File: src/rtl/hack_pkg.sv
// Shared constants for the Hack keyboard path.
//   - Hack key codes for the non-printing keys (newline .. F12).
//   - PS/2 scan-code set 2 prefix bytes (extended, break).
//   - Receiver state encoding used by ps2_rx.
package hack_pkg;

   localparam logic [15:0] KEY_SPACE     = 16'd32;
   localparam logic [15:0] KEY_NEWLINE   = 16'd128;
   localparam logic [15:0] KEY_BACKSPACE = 16'd129;
   localparam logic [15:0] KEY_LEFT      = 16'd130;
   localparam logic [15:0] KEY_UP        = 16'd131;
   localparam logic [15:0] KEY_RIGHT     = 16'd132;
   localparam logic [15:0] KEY_DOWN      = 16'd133;
   localparam logic [15:0] KEY_HOME      = 16'd134;
   localparam logic [15:0] KEY_END       = 16'd135;
   localparam logic [15:0] KEY_PGUP      = 16'd136;
   localparam logic [15:0] KEY_PGDN      = 16'd137;
   localparam logic [15:0] KEY_INSERT    = 16'd138;
   localparam logic [15:0] KEY_DELETE    = 16'd139;
   localparam logic [15:0] KEY_ESC       = 16'd140;
   localparam logic [15:0] KEY_F1        = 16'd141;
   localparam logic [15:0] KEY_F2        = 16'd142;
   localparam logic [15:0] KEY_F3        = 16'd143;
   localparam logic [15:0] KEY_F4        = 16'd144;
   localparam logic [15:0] KEY_F5        = 16'd145;
   localparam logic [15:0] KEY_F6        = 16'd146;
   localparam logic [15:0] KEY_F7        = 16'd147;
   localparam logic [15:0] KEY_F8        = 16'd148;
   localparam logic [15:0] KEY_F9        = 16'd149;
   localparam logic [15:0] KEY_F10       = 16'd150;
   localparam logic [15:0] KEY_F11       = 16'd151;
   localparam logic [15:0] KEY_F12       = 16'd152;

   localparam logic [7:0] PS2_EXT = 8'hE0;
   localparam logic [7:0] PS2_BRK = 8'hF0;

   typedef enum logic [1:0] {
      RX_IDLE,
      RX_DATA,
      RX_PARITY,
      RX_STOP
   } rx_state_t;

endpackage

File: src/rtl/ps2_rx.sv
// PS/2 frame receiver: synchronizes the PS/2 lines, samples data on each
// synchronized falling edge of ps2_clk and assembles 11-bit frames
// (start, 8 data LSB first, odd parity, stop).
//   clk, reset      system clock, synchronous active-high reset
//   ps2_clk/data    asynchronous PS/2 lines, idle high
//   byte_data       last received byte (valid with byte_valid)
//   byte_valid      one-cycle strobe for a good frame
//   rx_err          one-cycle pulse on start/parity/stop error or timeout
//
// state     | meaning
// ----------+-------------------------------------------------
// RX_IDLE   | waiting for the start bit
// RX_DATA   | shifting in data bits 0..7
// RX_PARITY | checking odd parity over data + parity bit
// RX_STOP   | checking the stop bit, then releasing the byte
module ps2_rx
   import hack_pkg::*;
#(
   parameter int TIMEOUT_CYCLES = 32000
) (
   input  logic       clk,
   input  logic       reset,
   input  logic       ps2_clk,
   input  logic       ps2_data,
   output logic [7:0] byte_data,
   output logic       byte_valid,
   output logic       rx_err
);

   localparam int TW = $clog2(TIMEOUT_CYCLES + 1);
   localparam logic [TW-1:0] TMO_LOAD = TW'(TIMEOUT_CYCLES);

   logic [1:0] clk_sync;
   logic [1:0] data_sync;
   logic       clk_prev;
   logic       clk_s;
   logic       bit_in;
   logic       fall;

   rx_state_t     state;
   logic [7:0]    shreg;
   logic [2:0]    bit_cnt;
   logic          par_ok;
   logic [TW-1:0] tmo_cnt;

   assign clk_s  = clk_sync[1];
   assign bit_in = data_sync[1];
   assign fall   = clk_prev & ~clk_s;

   // Flops reset to 1 so an idle-high bus never looks like an edge.
   always_ff @(posedge clk) begin
      if (reset) begin
         clk_sync  <= 2'b11;
         data_sync <= 2'b11;
         clk_prev  <= 1'b1;
      end else begin
         clk_sync  <= {clk_sync[0], ps2_clk};
         data_sync <= {data_sync[0], ps2_data};
         clk_prev  <= clk_s;
      end
   end

   // Timeout is a down-counter reloaded on every falling edge; it expires
   // on the TIMEOUT_CYCLES-th edge-free cycle inside a frame.
   always_ff @(posedge clk) begin
      if (reset) begin
         state      <= RX_IDLE;
         shreg      <= 8'h00;
         bit_cnt    <= 3'd0;
         par_ok     <= 1'b0;
         tmo_cnt    <= TMO_LOAD;
         byte_data  <= 8'h00;
         byte_valid <= 1'b0;
         rx_err     <= 1'b0;
      end else begin
         byte_valid <= 1'b0;
         rx_err     <= 1'b0;
         if (fall) begin
            tmo_cnt <= TMO_LOAD;
            case (state)
               RX_IDLE: begin
                  if (!bit_in) begin
                     state   <= RX_DATA;
                     bit_cnt <= 3'd0;
                  end else begin
                     rx_err <= 1'b1;
                  end
               end
               RX_DATA: begin
                  shreg   <= {bit_in, shreg[7:1]};
                  bit_cnt <= bit_cnt + 3'd1;
                  if (bit_cnt == 3'd7) state <= RX_PARITY;
               end
               RX_PARITY: begin
                  par_ok <= ^{shreg, bit_in};
                  state  <= RX_STOP;
               end
               RX_STOP: begin
                  if (bit_in && par_ok) begin
                     byte_valid <= 1'b1;
                     byte_data  <= shreg;
                  end else begin
                     rx_err <= 1'b1;
                  end
                  state <= RX_IDLE;
               end
               default: state <= RX_IDLE;
            endcase
         end else if (state == RX_IDLE) begin
            tmo_cnt <= TMO_LOAD;
         end else if (tmo_cnt == TW'(1)) begin
            state   <= RX_IDLE;
            rx_err  <= 1'b1;
            shreg   <= 8'h00;
            bit_cnt <= 3'd0;
            tmo_cnt <= TMO_LOAD;
         end else begin
            tmo_cnt <= tmo_cnt - TW'(1);
         end
      end
   end

endmodule

File: src/rtl/ps2_keyboard.sv
// PS/2 keyboard front end for the Hack memory map. Decodes set-2 make/break
// sequences into the Hack key code of the most recently pressed key that is
// still held; 0 when nothing is held.
//   clk, reset      32 MHz system clock, synchronous active-high reset
//   ps2_clk/data    asynchronous PS/2 lines, idle high
//   key             Hack key code for Memory.kbIn (0 = no key)
//   rx_err          one-cycle pulse on any receive error
module ps2_keyboard
   import hack_pkg::*;
#(
   parameter int TIMEOUT_CYCLES = 32000
) (
   input  logic        clk,
   input  logic        reset,
   input  logic        ps2_clk,
   input  logic        ps2_data,
   output logic [15:0] key,
   output logic        rx_err
);

   logic [7:0]  byte_data;
   logic        byte_valid;
   logic        ext;
   logic        brk;
   logic [15:0] hack_code;

   ps2_rx #(
      .TIMEOUT_CYCLES(TIMEOUT_CYCLES)
   ) u_rx (
      .clk       (clk),
      .reset     (reset),
      .ps2_clk   (ps2_clk),
      .ps2_data  (ps2_data),
      .byte_data (byte_data),
      .byte_valid(byte_valid),
      .rx_err    (rx_err)
   );

   // Shift is ignored: letters always map to uppercase.
   function automatic logic [15:0] translate(input logic [7:0] code,
                                             input logic       is_ext);
      logic [15:0] t;
      t = 16'd0;
      if (is_ext) begin
         case (code)
            8'h6B:   t = KEY_LEFT;
            8'h75:   t = KEY_UP;
            8'h74:   t = KEY_RIGHT;
            8'h72:   t = KEY_DOWN;
            8'h6C:   t = KEY_HOME;
            8'h69:   t = KEY_END;
            8'h7D:   t = KEY_PGUP;
            8'h7A:   t = KEY_PGDN;
            8'h70:   t = KEY_INSERT;
            8'h71:   t = KEY_DELETE;
            default: t = 16'd0;
         endcase
      end else begin
         case (code)
            8'h1C: t = 16'd65;  // A
            8'h32: t = 16'd66;  // B
            8'h21: t = 16'd67;  // C
            8'h23: t = 16'd68;  // D
            8'h24: t = 16'd69;  // E
            8'h2B: t = 16'd70;  // F
            8'h34: t = 16'd71;  // G
            8'h33: t = 16'd72;  // H
            8'h43: t = 16'd73;  // I
            8'h3B: t = 16'd74;  // J
            8'h42: t = 16'd75;  // K
            8'h4B: t = 16'd76;  // L
            8'h3A: t = 16'd77;  // M
            8'h31: t = 16'd78;  // N
            8'h44: t = 16'd79;  // O
            8'h4D: t = 16'd80;  // P
            8'h15: t = 16'd81;  // Q
            8'h2D: t = 16'd82;  // R
            8'h1B: t = 16'd83;  // S
            8'h2C: t = 16'd84;  // T
            8'h3C: t = 16'd85;  // U
            8'h2A: t = 16'd86;  // V
            8'h1D: t = 16'd87;  // W
            8'h22: t = 16'd88;  // X
            8'h35: t = 16'd89;  // Y
            8'h1A: t = 16'd90;  // Z
            8'h16: t = 16'd49;  // 1
            8'h1E: t = 16'd50;  // 2
            8'h26: t = 16'd51;  // 3
            8'h25: t = 16'd52;  // 4
            8'h2E: t = 16'd53;  // 5
            8'h36: t = 16'd54;  // 6
            8'h3D: t = 16'd55;  // 7
            8'h3E: t = 16'd56;  // 8
            8'h46: t = 16'd57;  // 9
            8'h45: t = 16'd48;  // 0
            8'h29: t = KEY_SPACE;
            8'h5A: t = KEY_NEWLINE;
            8'h66: t = KEY_BACKSPACE;
            8'h76: t = KEY_ESC;
            8'h05: t = KEY_F1;
            8'h06: t = KEY_F2;
            8'h04: t = KEY_F3;
            8'h0C: t = KEY_F4;
            8'h03: t = KEY_F5;
            8'h0B: t = KEY_F6;
            8'h83: t = KEY_F7;
            8'h0A: t = KEY_F8;
            8'h01: t = KEY_F9;
            8'h09: t = KEY_F10;
            8'h78: t = KEY_F11;
            8'h07: t = KEY_F12;
            default: t = 16'd0;
         endcase
      end
      return t;
   endfunction

   assign hack_code = translate(byte_data, ext);

   // A break only releases the key currently shown, so rollover keeps the
   // newer key visible while the older one is let go.
   always_ff @(posedge clk) begin
      if (reset) begin
         key <= 16'd0;
         ext <= 1'b0;
         brk <= 1'b0;
      end else if (rx_err) begin
         ext <= 1'b0;
         brk <= 1'b0;
      end else if (byte_valid) begin
         if (byte_data == PS2_EXT) begin
            ext <= 1'b1;
         end else if (byte_data == PS2_BRK) begin
            brk <= 1'b1;
         end else begin
            if (!brk) begin
               if (hack_code != 16'd0) key <= hack_code;
            end else if (hack_code == key) begin
               key <= 16'd0;
            end
            ext <= 1'b0;
            brk <= 1'b0;
         end
      end
   end

endmodule

File: config.mk
export PLATFORM = sky130hd
export DESIGN_NAME = ps2_keyboard
export DESIGN_NICKNAME = d
export VERILOG_FILES = /design/src/rtl/hack_pkg.sv /design/src/rtl/ps2_rx.sv /design/src/rtl/ps2_keyboard.sv
export SDC_FILE = /design/constraint.sdc
export NUM_CORES = 1
export LEC_CHECK = 0
export CAP_MARGIN = 20
export CORE_MARGIN = 2
export CORE_UTILIZATION = 30
export CTS_BUF_LIST = sky130_fd_sc_hd__clkbuf_16
export DETAILED_ROUTE_END_ITERATION = 7
export GPL_ROUTABILITY_DRIVEN = 0
export GPL_TIMING_DRIVEN = 0
export PLACE_DENSITY = 0.52
export SLEW_MARGIN = 5
export SYNTH_ARGS = -nofsm -noshare
export SYNTH_HDL_FRONTEND = slang
export SYNTH_SLANG_ARGS = --single-unit
File: constraint.sdc
create_clock -name clk -period 7.62 [get_ports clk]
set_input_delay 0.762 -clock clk [delete_from_list [all_inputs] [get_ports clk]]
set_output_delay 0.762 -clock clk [all_outputs]
set_load 0.02 [all_outputs]
### Yosys cells after proc, flatten, opt, wreduce, memory -nomap -nowiden

Memories as Yosys holds them, arrays and structs flattened. A register that Yosys moved wholly into a read port is not among the register bits.
Cells that the tools add are included.

* output and inout bits: 17
* register bits after elaboration: 62
* memories kept: 1
* bits in read-only memories: 2048
* input port bits: 4

* bitwise operators: 7
* equal/unequal tests: 25
* reduce and logical (&&, ||, !) cells: 17
* mux-type cells: 32
* add/sub/neg operators: 2

Memory list
* (name not given): words 256, width 8, rd ports 1, clocked after memory_dff 1, write ports 0, line ps2_keyboard.sv:59 `case (code)`

Operators with widths (count)
* == test 8 x 7 -> 1 bit (second input constant): 10
* one-hot mux 8 bit (10 select lines): 1
* 2-to-1 mux 16 bit: 4
* 2-to-1 mux 8 bit: 6
* == test 16 bit: 1
* == test 8 bit (second input constant): 2
* nonzero test 16 bit: 1
* == test 15 x 1 -> 1 bit (second input constant): 1
* subtractor 15 x 1 -> 15 bit (second input constant): 1
* 2-to-1 mux 3 bit: 4
* 2-to-1 mux 2 bit: 5
* 2-to-1 mux 1 bit: 9
* XOR reduction 9 bit: 1
* one-hot mux 2 bit (4 select lines): 1
* AND reduction 4 bit: 2
* != test 2 bit (second input constant): 3
* != test 3 bit (second input constant): 2
* NOT 1 bit: 6
* one-hot mux 3 bit (2 select lines): 1
* AND reduction 2 bit: 3
* AND reduction 3 bit: 2
* AND reduction 6 bit: 1
* == test 2 bit (second input constant): 2
* != test 2 x 1 -> 1 bit (second input constant): 2
* other kinds (11): 12

### Longest topological paths before layout

* depth after elaboration: 6
* depth in mapped cells: 13
* gate-level depth less buffers: 11

### Modules after synthesis

From an unflattened synthesis, not the netlist that was laid out.

* cells, all modules: 475
* area, all modules: 3907.5 um2

Modules (own cells, without submodules)
* ps2_keyboard: instances 1, area an instance 2018.2 um2, cells each 267, seq. area each 200.2 um2
* ps2_rx: instances 1, area an instance 1889.3 um2, cells each 208, seq. area each 880.8 um2

### Worst setup path before layout

OpenSTA, ideal clock, no wires.

* path type: register to register
* from: reg u_rx.state[1]
* to: reg (tool-made name)
* cell stages (with the launch flop): 14
* path slack: 4.856 ns
* arrival: 2.685 ns
* data required time: 7.541 ns
* path through: dfxtp_1 -> ha_1 -> and4b_1 -> clkbuf_1 -> buf_2 -> nand3_1 -> a21o_1 -> clkinv_1 -> ha_1 -> clkbuf_1 -> nor2_1 -> a2111oi_2 -> o21ai_0 -> o211ai_1

RTL lines
* start: declaration: line ps2_rx.sv:40 `rx_state_t state;`
* start signal: assignment: line ps2_rx.sv:67 `state <= RX_IDLE;`
* start signal: assignment: line ps2_rx.sv:83 `state <= RX_DATA;`
* start signal: assignment: line ps2_rx.sv:92 `if (bit_cnt == 3'd7) state <= RX_PARITY;`

==> flow_summary.toml <==
[routing]
met3WireLength_um = 887
vias_per_cell = 5.71
drt-met1-wl_um = 5940
maxUsedRoutingLayer = "met4"
first_iter_violations = 350
detail-route-antenna-nets = 0
vias = 4564
drt-pass1-iter-count = 5
routed_wl_um = 13600
wire_per_inst_um = 17.1
drc = 0
wl_met2_um = 6380

[finish]
postLayoutCoreUtil_pct = 35.0
final_common_cell = "dfxtp_1"
nNetsFinal = 630
syn2layout_area_growth_pct = 14.6
drive_gt1_share_pct = 9.11
antennaDiodeCount = 0
final_cell_mix = "dfxtp_1, a21oi_1, nand2_1"

[setup_path]
path_cells = "ha_1 > and4b_1 > clkbuf_1 > buf_2 > nand3_1 > a21o_1 > clkinv_1 > ha_1 > clkbuf_1 > nor2_1 > a2111oi_2 > o21ai_0 > o211ai_1"
worstSetupEndpointType = "flip-flop"
crit_slowest_cell = "dfxtp_1"
critPathKind = "flip-flop to flip-flop"
reg2reg_from = "u_rx.state[1]"
reg2regPathDepth = 13
critPathLaunchType = "flip-flop"
crit_start = "u_rx.state[1]"
path_depth = 13
ff2ff_setup_slack_ps = 4060
cpLargestDelayFamily = "buffers and inverters"
critPathRequiredTime_ps = 7880
arrival_ps = 3820
worst-path-max-fanout = 10
max_stage_delay_ps = 420
cp.buffers_inverters = 4

[cts]
cts_hold_buf = 0
clock_sinks = 62
ctsResizeCount = 0
clkTransAtPathRegs_ps = 50
cts_max_level = 3
cts_inserted_buffers = 9
clock_path_buffers = 2
insertion_delay_ps = 330
cts_setup_buffers = 0
root_buffer = "clkbuf_16"
cts_tree = "built"

[placed_design]
io_buffer_count = 11
pre_cts_slack_ps = 4150
hpwl_um = 9870

[global_routing]
grt_max_degree = 11
grt_pass1_wl_um = 22700
gr-total-overflow = 0
track_usage_pct = 17.6
antenna_found_initial = 0
grt_pass1_vias = 4406

[timing]
min_period_ps = 3560
setup_viol = 0
rsz0062_at_grt = "false"
fmax_ghz = 0.281
finalHoldViolations = 0
setup-tns-final_ps = 0
slew_headroom_pct = 26.2
worst_pin_slew_ps = 1100
drv_slew = 0
layout_setup_ws_ps = 4060
fin_skew_ps = 7.80
period_share_pct = 46.8
hold_ws_ps = 413

[floorplanning]
ios = 21
core_area_um2 = 14500
rows = 44
die_height_um = 125
die_area_um2 = 15700
initial_core_util_pct = 30.5
fp.dieW_um = 125

[pwr]
ir_drop_uv = 104
p_per_area_nw_per_um2 = 146
leakagePower_uw = 0.00180

[synth]
async_reset_ff_share_pct = 0
synth.cell_area_um2 = 4420
synthFlopType = "dfxtp_1"
synth_cells = 582
yosys_warnings = 0
yosys_register_bits = 62
synth_edf_count = 0
post_synth.cell_area_avg_um2 = 7.59
synth_seq_area_share_pct = 28.1
yosysUniqueCellTypes = 74

[flow_run]
max_cap_violations = 0

[hold_path]
hold_class = "flip-flop to flip-flop"

[status]
status = "completed"
## report_power, final
group          switching (µW)  internal (µW)  total (µW)
Sequential              0.597            326         326
Clock                     144            247         391
Combinational            17.0           7.06        24.1
Total                     161            580         741
## worst register-to-register path, stage by stage, from the launching register on
cell,delay (ps)
dfxtp_1,420
ha_1,270
and4b_1,220
clkbuf_1,230
buf_2,270
nand3_1,100
a21o_1,330
clkinv_1,220
ha_1,170
clkbuf_1,410
nor2_1,120
a2111oi_2,380
o21ai_0,150
o211ai_1,180
## stage by stage
| step | instances | total power, µW | area, µm² |
|---|---|---|---|
| finish | 799 | 741 | 5060 |
| global placement | 784 | 357 | 4780 |
| detailed placement | 784 | 357 | 4780 |
| floorplan | 589 | 350 | 4440 |
| CTS | 799 | 750 | 5060 |
| global route | 799 | 767 | 5060 |
## worst min-delay path by stage
stage	endpoint	slack [ps]	from	cells past startpoint
floorplan	u_rx.clk_sync[1]	390	u_rx.clk_sync[0]	1
global placement	u_rx.clk_sync[1]	390	u_rx.clk_sync[0]	1
detailed placement	u_rx.data_sync[1]	400	u_rx.data_sync[0]	1
CTS	u_rx.data_sync[1]	420	u_rx.data_sync[0]	1
global route	u_rx.data_sync[1]	440	u_rx.data_sync[0]	1
finish	u_rx.data_sync[1]	410	u_rx.data_sync[0]	1
## layout make-up
type / count / area (µm²)
timing repair buffer: 11 / 110
clock buffer: 9 / 225
clock inverter: 6 / 55.1
sequential: 62 / 1240
fill: 1516 / 9420
tap: 184 / 230
inverter: 25 / 93.8
buffer: 51 / 238
multi-input combinational: 451 / 2870
## cell families after synthesis
logic type      Yosys count  synth area share, %
xor+xnor                 24                 4.76
compound gates          191                 29.7
other cells               1               0.0849
simple gates            204                 23.6
flops                    62                 28.1
mux                       9                 2.07
buf+inv                  76                 7.51
fa+ha+maj                15                 4.25
## layer usage
metal / vias up / GRT usage, %
li1: 2179 / -
met1: 2144 / 22.4
met2: 210 / 29.4
met3: 31 / 2.78
met4: 0 / 8.04
met5: - / 0
## synthesized netlist by cell type (7+ instances only)
cell type | count | area, µm²
o21ai_0 | 27 | 135
xor2_1 | 8 | 70.1
ha_1 | 15 | 188
buf_2 | 13 | 65.1
nor2_1 | 38 | 143
or2_2 | 7 | 43.8
a32oi_1 | 7 | 61.3
clkbuf_1 | 28 | 105
inv_1 | 18 | 67.6
nand2_1 | 52 | 195
o22ai_1 | 7 | 43.8
a31oi_1 | 12 | 75.1
xnor2_1 | 16 | 140
o31ai_1 | 12 | 90.1
nor2b_1 | 7 | 43.8
nand3_1 | 29 | 145
dfxtp_1 | 62 | 1240
a21oi_1 | 55 | 275
buf_4 | 8 | 60.1
mux2i_1 | 8 | 80.1
nand2b_1 | 19 | 119
a211oi_1 | 10 | 75.1
o211ai_1 | 7 | 52.6
nor3_1 | 12 | 60.1
Power figures use the tool's default switching activity.
==> patch 1 (same settings) <==
Make the reset (`reset`) asynchronous in 3 clocked blocks. Comments in the files are not updated.
--- a/src/rtl/ps2_rx.sv
+++ b/src/rtl/ps2_rx.sv
@@ -49,5 +49,5 @@
 
    // Flops reset to 1 so an idle-high bus never looks like an edge.
-   always_ff @(posedge clk) begin
+   always_ff @(posedge clk or posedge reset) begin
       if (reset) begin
          clk_sync  <= 2'b11;
@@ -63,5 +63,5 @@
    // Timeout is a down-counter reloaded on every falling edge; it expires
    // on the TIMEOUT_CYCLES-th edge-free cycle inside a frame.
-   always_ff @(posedge clk) begin
+   always_ff @(posedge clk or posedge reset) begin
       if (reset) begin
          state      <= RX_IDLE;
--- a/src/rtl/ps2_keyboard.sv
+++ b/src/rtl/ps2_keyboard.sv
@@ -120,5 +120,5 @@
    // A break only releases the key currently shown, so rollover keeps the
    // newer key visible while the older one is let go.
-   always_ff @(posedge clk) begin
+   always_ff @(posedge clk or posedge reset) begin
       if (reset) begin
          key <= 16'd0;
Formal check against the unedited RTL: differs if reset is asserted again (counterexample within 4 cycles, from zero or initial values and one cycle with reset high); with reset held inactive, the same outputs for 10 cycles.
==> patch 1 against the original RTL <==
Worst setup slack lost 230 ps; synthesized area shrank 12%; synthesized cell count shrank 24%; sequential cell count shrank 8; design area shrank 12%; global-route usage shrank 2.4 points; non-clock buffer count shrank 12; critical path type unchanged; sequential share of layout area grew 6.2 points; routed wire length shrank 24%.
Power is not compared: it rests on default switching activity, and its combinational part moved more than twofold at a synthesized area within 25%.
==> patch 1: results (changes against the original RTL) <==
[setup_path]
r2r_start = u_rx.byte_data[1]$_DFFE_PP0P_  ; was u_rx.state[1]$_SDFFE_PP0P_
critPathArrivalTime_ps = 3950  ; was 3820 ps
regToRegSetupSlack_ps = 3830  ; was 4060 ps
r2r_end = key[5]$_DFFE_PP0P_
cp_max_fo = 10  ; unchanged
reg2reg_depth = 11  ; was 13

[grt]
grt.total_usage = 0.152  ; was 0.176
grt_pass1_wl_mm = 17.6  ; was 22.7 mm
grt_start_max_net_pins = 35  ; was 11
grt_pass1_vias = 3549  ; was 4406

[placed_design]
hpwl_mm = 7.50  ; was 9.87 mm
portBuffers = 12  ; was 11
place_ws_ps = 3940  ; was 4150 ps

[cells_and_area]
drive_gt1_frac = 0.121  ; was 0.0911
largest_reg_flops = 15
regMostFlops = u_rx.tmo_cnt
nets = 489  ; was 630

[min_path]
hp-start = u_rx.clk_sync[0]$_DFF_PP1_  ; was u_rx.data_sync[0]$_SDFF_PP1_
whs_path_depth = 0  ; was 1
hp-class = flip-flop to flip-flop  ; unchanged
min_to = u_rx.clk_sync[1]$_DFF_PP1_  ; was u_rx.data_sync[1]$_SDFF_PP1_

[synthesis]
yosysUniqueCellTypes = 79  ; was 74
synthFlopType = dfrtp_1  ; was dfxtp_1
yosys-top-cells-area = dfrtp_1 (28%), dfstp_2 (7.4%), ha_1 (4.8%)  ; was dfxtp_1 (28%), a21oi_1 (6.2%), nand2_1 (4.4%)
async_flop_share = 1.00  ; was 0
ys_seq_area_frac = 0.351  ; was 0.281
ys_warn_count = 0  ; unchanged
synth_commonest_cells = nand2_1 (45), dfrtp_1 (43), nor2_1 (27), o21ai_0 (25), a21oi_1 (23)  ; was dfxtp_1 (62), a21oi_1 (55), nand2_1 (52), nor2_1 (38), nand3_1 (29)

[cts]
clk_transition_reported_paths_ps = 80  ; was 50 ps
cts_buffer_depth = 2  ; unchanged
h-tree-depth = 2  ; was 3
numCtsBuffers = 5  ; was 9
clk_latency_ps = 290  ; was 330 ps

[timing]
relSlewSlack = 0.476  ; was 0.262
clock_skew_ps = 8.61  ; was 7.80 ps

[drt]
drt_iter0_drc = 375  ; was 350
dr.pass1.iters = 8  ; was 5
wl_per_cell_um = 16.2  ; was 17.1 um
vias_per_cell = 5.60  ; was 5.71

[power]
leakagePower_nw = 1.76

[outcome]
status = complete, no violations  ; unchanged

[patch 1: per-stage QoR]
step	std cells	area [um^2]	power [W]	util	hold slack [ps]
6_report	643	4440	0.000790	0.352	359
5_1_grt	643	4440	0.000842	0.352	362
4_1_cts	643	4440	0.000803	0.352	360
3_5_place_dp	635	4270	0.000534	0.338	349
3_3_place_gp	634	4250	0.000529	0.337	347
2_1_floorplan	450	3920	0.000490	-	345
[patch 1: critical path, stage by stage, from the launching register on]
cell and delay, ps:
dfrtp_1 440, clkbuf_1 390, inv_1 200, ha_1 490, nor2b_1 250, nor3_1 70, o311ai_0 560, a2111oi_2 220
o21ai_0 210, nand4_1 160, nor4_4 520, o21ai_1 140
[patch 1: per-layer routing]
layer / track usage / vias to the layer above / wire length [um]
li1: - / 1651 / -
met1: 0.206 / 1692 / 4620
met2: 0.232 / 208 / 4560
met3: 0.0305 / 52 / 769
met4: 0.0738 / 0 / 476
met5: 0 / - / 0
[patch 1: final cells by class]
| cell class | count | area, um^2 |
|---|---|---|
| plain buffers | 37 | 225 |
| multi-input cells | 346 | 2280 |
| flip-flops and latches | 54 | 1370 |
| clock buffers | 5 | 125 |
| fillers | 1322 | 8180 |
| well taps | 172 | 215 |
| inverters | 13 | 48.8 |
| repair buffers | 13 | 140 |
| clock inverters | 3 | 47.5 |
[patch 1: logic make-up after synthesis]
| kind of cell | count (synthesis) | synth area share |
|---|---|---|
| simple gates | 161 | 0.218 |
| xor+xnor | 27 | 0.0608 |
| flops | 54 | 0.351 |
| other cells | 1 | 0.000964 |
| mux | 7 | 0.0235 |
| compound gates | 128 | 0.227 |
| buf+inv | 50 | 0.0705 |
| fa+ha+maj | 15 | 0.0483 |
[patch 1: worst max path at each step]
stage | from | end | slack (ps)
floorplan | u_rx.byte_data[1]$_DFFE_PP0P_ | key[0]$_DFFE_PP0P_ | 4570
global placement | u_rx.byte_data[1]$_DFFE_PP0P_ | key[3]$_DFFE_PP0P_ | 3890
detailed placement | u_rx.byte_data[1]$_DFFE_PP0P_ | key[5]$_DFFE_PP0P_ | 3940
CTS | u_rx.byte_data[1]$_DFFE_PP0P_ | key[5]$_DFFE_PP0P_ | 3930
global route | u_rx.byte_data[1]$_DFFE_PP0P_ | key[1]$_DFFE_PP0P_ | 3550
finish | u_rx.byte_data[1]$_DFFE_PP0P_ | key[5]$_DFFE_PP0P_ | 3830
[patch 1: report_power, final]
part | internal, W | switching [W] | leakage [nW]
Combinational | 0.0000733 | 0.000109 | 0.966
Sequential | 0.000317 | 0.0000265 | 0.710
Clock | 0.000158 | 0.000106 | 0.0848
Total | 0.000548 | 0.000242 | 1.76
==> patch 2 (same flow settings) <==
Without the edit above. `TIMEOUT_CYCLES` is set to 32000 in 2 places; all go to 128000.
--- a/src/rtl/ps2_rx.sv
+++ b/src/rtl/ps2_rx.sv
@@ -17,5 +17,5 @@
    import hack_pkg::*;
 #(
-   parameter int TIMEOUT_CYCLES = 32000
+   parameter int TIMEOUT_CYCLES = 128000
 ) (
    input  logic       clk,
--- a/src/rtl/ps2_keyboard.sv
+++ b/src/rtl/ps2_keyboard.sv
@@ -9,5 +9,5 @@
    import hack_pkg::*;
 #(
-   parameter int TIMEOUT_CYCLES = 32000
+   parameter int TIMEOUT_CYCLES = 128000
 ) (
    input  logic        clk,
Behaviour: no difference found for any inputs over 10 cycles, from zero or initial values and one cycle with reset high; that may be too few to reach the edited logic, so the function may still have changed.
==> patch 2 against the original RTL <==
Sequential cell count up 2; worst setup slack gained 230 ps; routed wire length is 5.6% higher; synthesized cell count grew 2.6%; synthesized area rose by 7.0%; total power up 0.45%; critical path type unchanged; non-clock buffer count down 2; largest power group unchanged; design area increased by 6.6%.
==> patch 2: results (changes against the original RTL) <==
[synthesis]
yosysUniqueCellTypes = 89  ; was 74
synth-compound-area-share = 0.281  ; was 0.297
synthAdderAreaFrac = 0.0397  ; was 0.0425
synth_most_common_cell = dfxtp_1  ; unchanged
synth.mux.area_fraction = 0.0127  ; was 0.0207
ys_seq_area_frac = 0.271  ; was 0.281
synth_xor_area_frac = 0.0574  ; was 0.0476
synth_commonest_cells = dfxtp_1 (64), nand2_1 (51), a21oi_1 (40), nor2_1 (40), inv_1 (30)  ; was dfxtp_1 (62), a21oi_1 (55), nand2_1 (52), nor2_1 (38), nand3_1 (29)
synth.avg_cell_area_um2 = 7.92  ; was 7.59 um^2
yosys-top-cells-area = dfxtp_1 (27%), xnor2_1 (5.0%), a21oi_1 (4.2%)  ; was dfxtp_1 (28%), a21oi_1 (6.2%), nand2_1 (4.4%)
synth-edff-count = 0  ; unchanged

[setup_path]
critPathArrivalTime_ps = 3550  ; was 3820 ps
reg2reg_depth = 14  ; was 13
worst_path_max_delay_cell = a21oi_2  ; was dfxtp_1
cp_max_fo = 10  ; unchanged
crit_path_start_kind = flip-flop  ; unchanged
cpPeakStageDelay_ps = 410

[cells_and_area]
antennaDiodeCount = 0  ; unchanged
nets = 645  ; was 630
nFillCells = 1618  ; was 1516
drive_gt1_frac = 0.138  ; was 0.0911

[grt]
grt.total_usage = 0.178  ; was 0.176
grt_start_max_net_pins = 13  ; was 11
grt_pass1_wl_mm = 23.6  ; was 22.7 mm
grt_antenna_before_repair = 0  ; unchanged
grt_pass1_vias = 4532  ; was 4406

[placed_design]
hpwl_mm = 10.6  ; was 9.87 mm
place_inst = 826  ; was 784
portBuffers = 11  ; unchanged

[outcome]
status = complete, no violations  ; unchanged

[drt]
dr.pass1.iters = 5  ; unchanged
finalWirelength_mm = 14.4  ; was 13.6 mm
wl_per_cell_um = 17.1  ; about the same
vias_per_cell = 5.67  ; was 5.71
drt_iter0_drc = 638  ; was 350

[min_path]
hp-start = u_rx.clk_sync[0]$_SDFF_PP1_  ; was u_rx.data_sync[0]$_SDFF_PP1_
whs_path_depth = 1  ; unchanged

[timing]
hold_violations = 0  ; unchanged
relSlewSlack = 0.340  ; was 0.262
clock_skew_ps = 9.81  ; was 7.80 ps

[power]
leakagePower_nw = 1.92  ; was 1.80 nW
ir_drop_v = 0.000102  ; was 0.000104 V

[cts]
h-tree-depth = 3  ; unchanged
cts_resized = 0  ; unchanged

## patch 2: cell count changes after synthesis, moves of 5 or more
| cell | delta |
|---|---|
| buf_2 | +14 |
| xnor2_1 | +11 |
| nor4_1 | +6 |
| a21oi_1 | -15 |
| a32oi_1 | -7 |
| o21ai_0 | -9 |
| nand2b_1 | -7 |
| o31ai_1 | -7 |
| nand3_1 | -5 |
| clkbuf_1 | -21 |
| o21ai_1 | +5 |
| inv_1 | +12 |
## patch 2: final timing paths
kind / slack [ps] / end
worst max register to register: 4290 / flip-flop
worst min-delay path: 410 / u_rx.clk_sync[1]$_SDFF_PP1_
worst max-delay path: 4290 / flip-flop
worst min register to register: 410 / u_rx.clk_sync[1]$_SDFF_PP1_
## patch 2: worst max-delay path: cells and delay by family, from the launching register on
kind / cells / cell delay (ps)
buffers and inverters: 3 / 530
AO/OA/AOI/OAI: 6 / 1280
adder cells (fa/ha/maj): 2 / 590
flip-flops: 1 / 390
AND/OR/NAND/NOR: 3 / 440
## patch 2: layout make-up
class,instances,area share
Timing Repair Buffer,11,0.0204
Buffer,49,0.0521
Tap cell,211,0.0489
Clock buffer,9,0.0417
Sequential cell,64,0.237
Multi-Input combinational cell,457,0.567
Clock inverter,7,0.00880
Inverter,34,0.0236
## patch 2: kinds of logic (layout without fill, tap and decap cells)
family          Yosys count  after routing
other cells               1              8
simple gates            216            216
compound gates          181            181
xor+xnor                 31             31
flops                    64             64
mux                       6              6
buf+inv                  83            110
fa+ha+maj                15             15
## patch 2: power breakdown
part           total (W)  switching [W]  internal [W]
clock network   0.000382       0.000163      0.000219
logic          0.0000262      0.0000173    0.00000885
registers       0.000337    0.000000591      0.000336
## patch 2: through the flow
stage / hold slack [ps] / setup slack [ps] / instance area [um^2]
2_1_floorplan: 389 / 4910 / 4750
3_3_place_gp: 391 / 4310 / 5130
3_5_place_dp: 393 / 4330 / 5130
4_1_cts: 406 / 4410 / 5400
5_1_grt: 410 / 4040 / 5400
6_report: 405 / 4290 / 5400
## patch 2: routing by layer
layer,wire length [um],global-route usage
met1,6750,0.245
met2,6120,0.265
met3,975,0.0376
met4,557,0.0879
met5,0,0
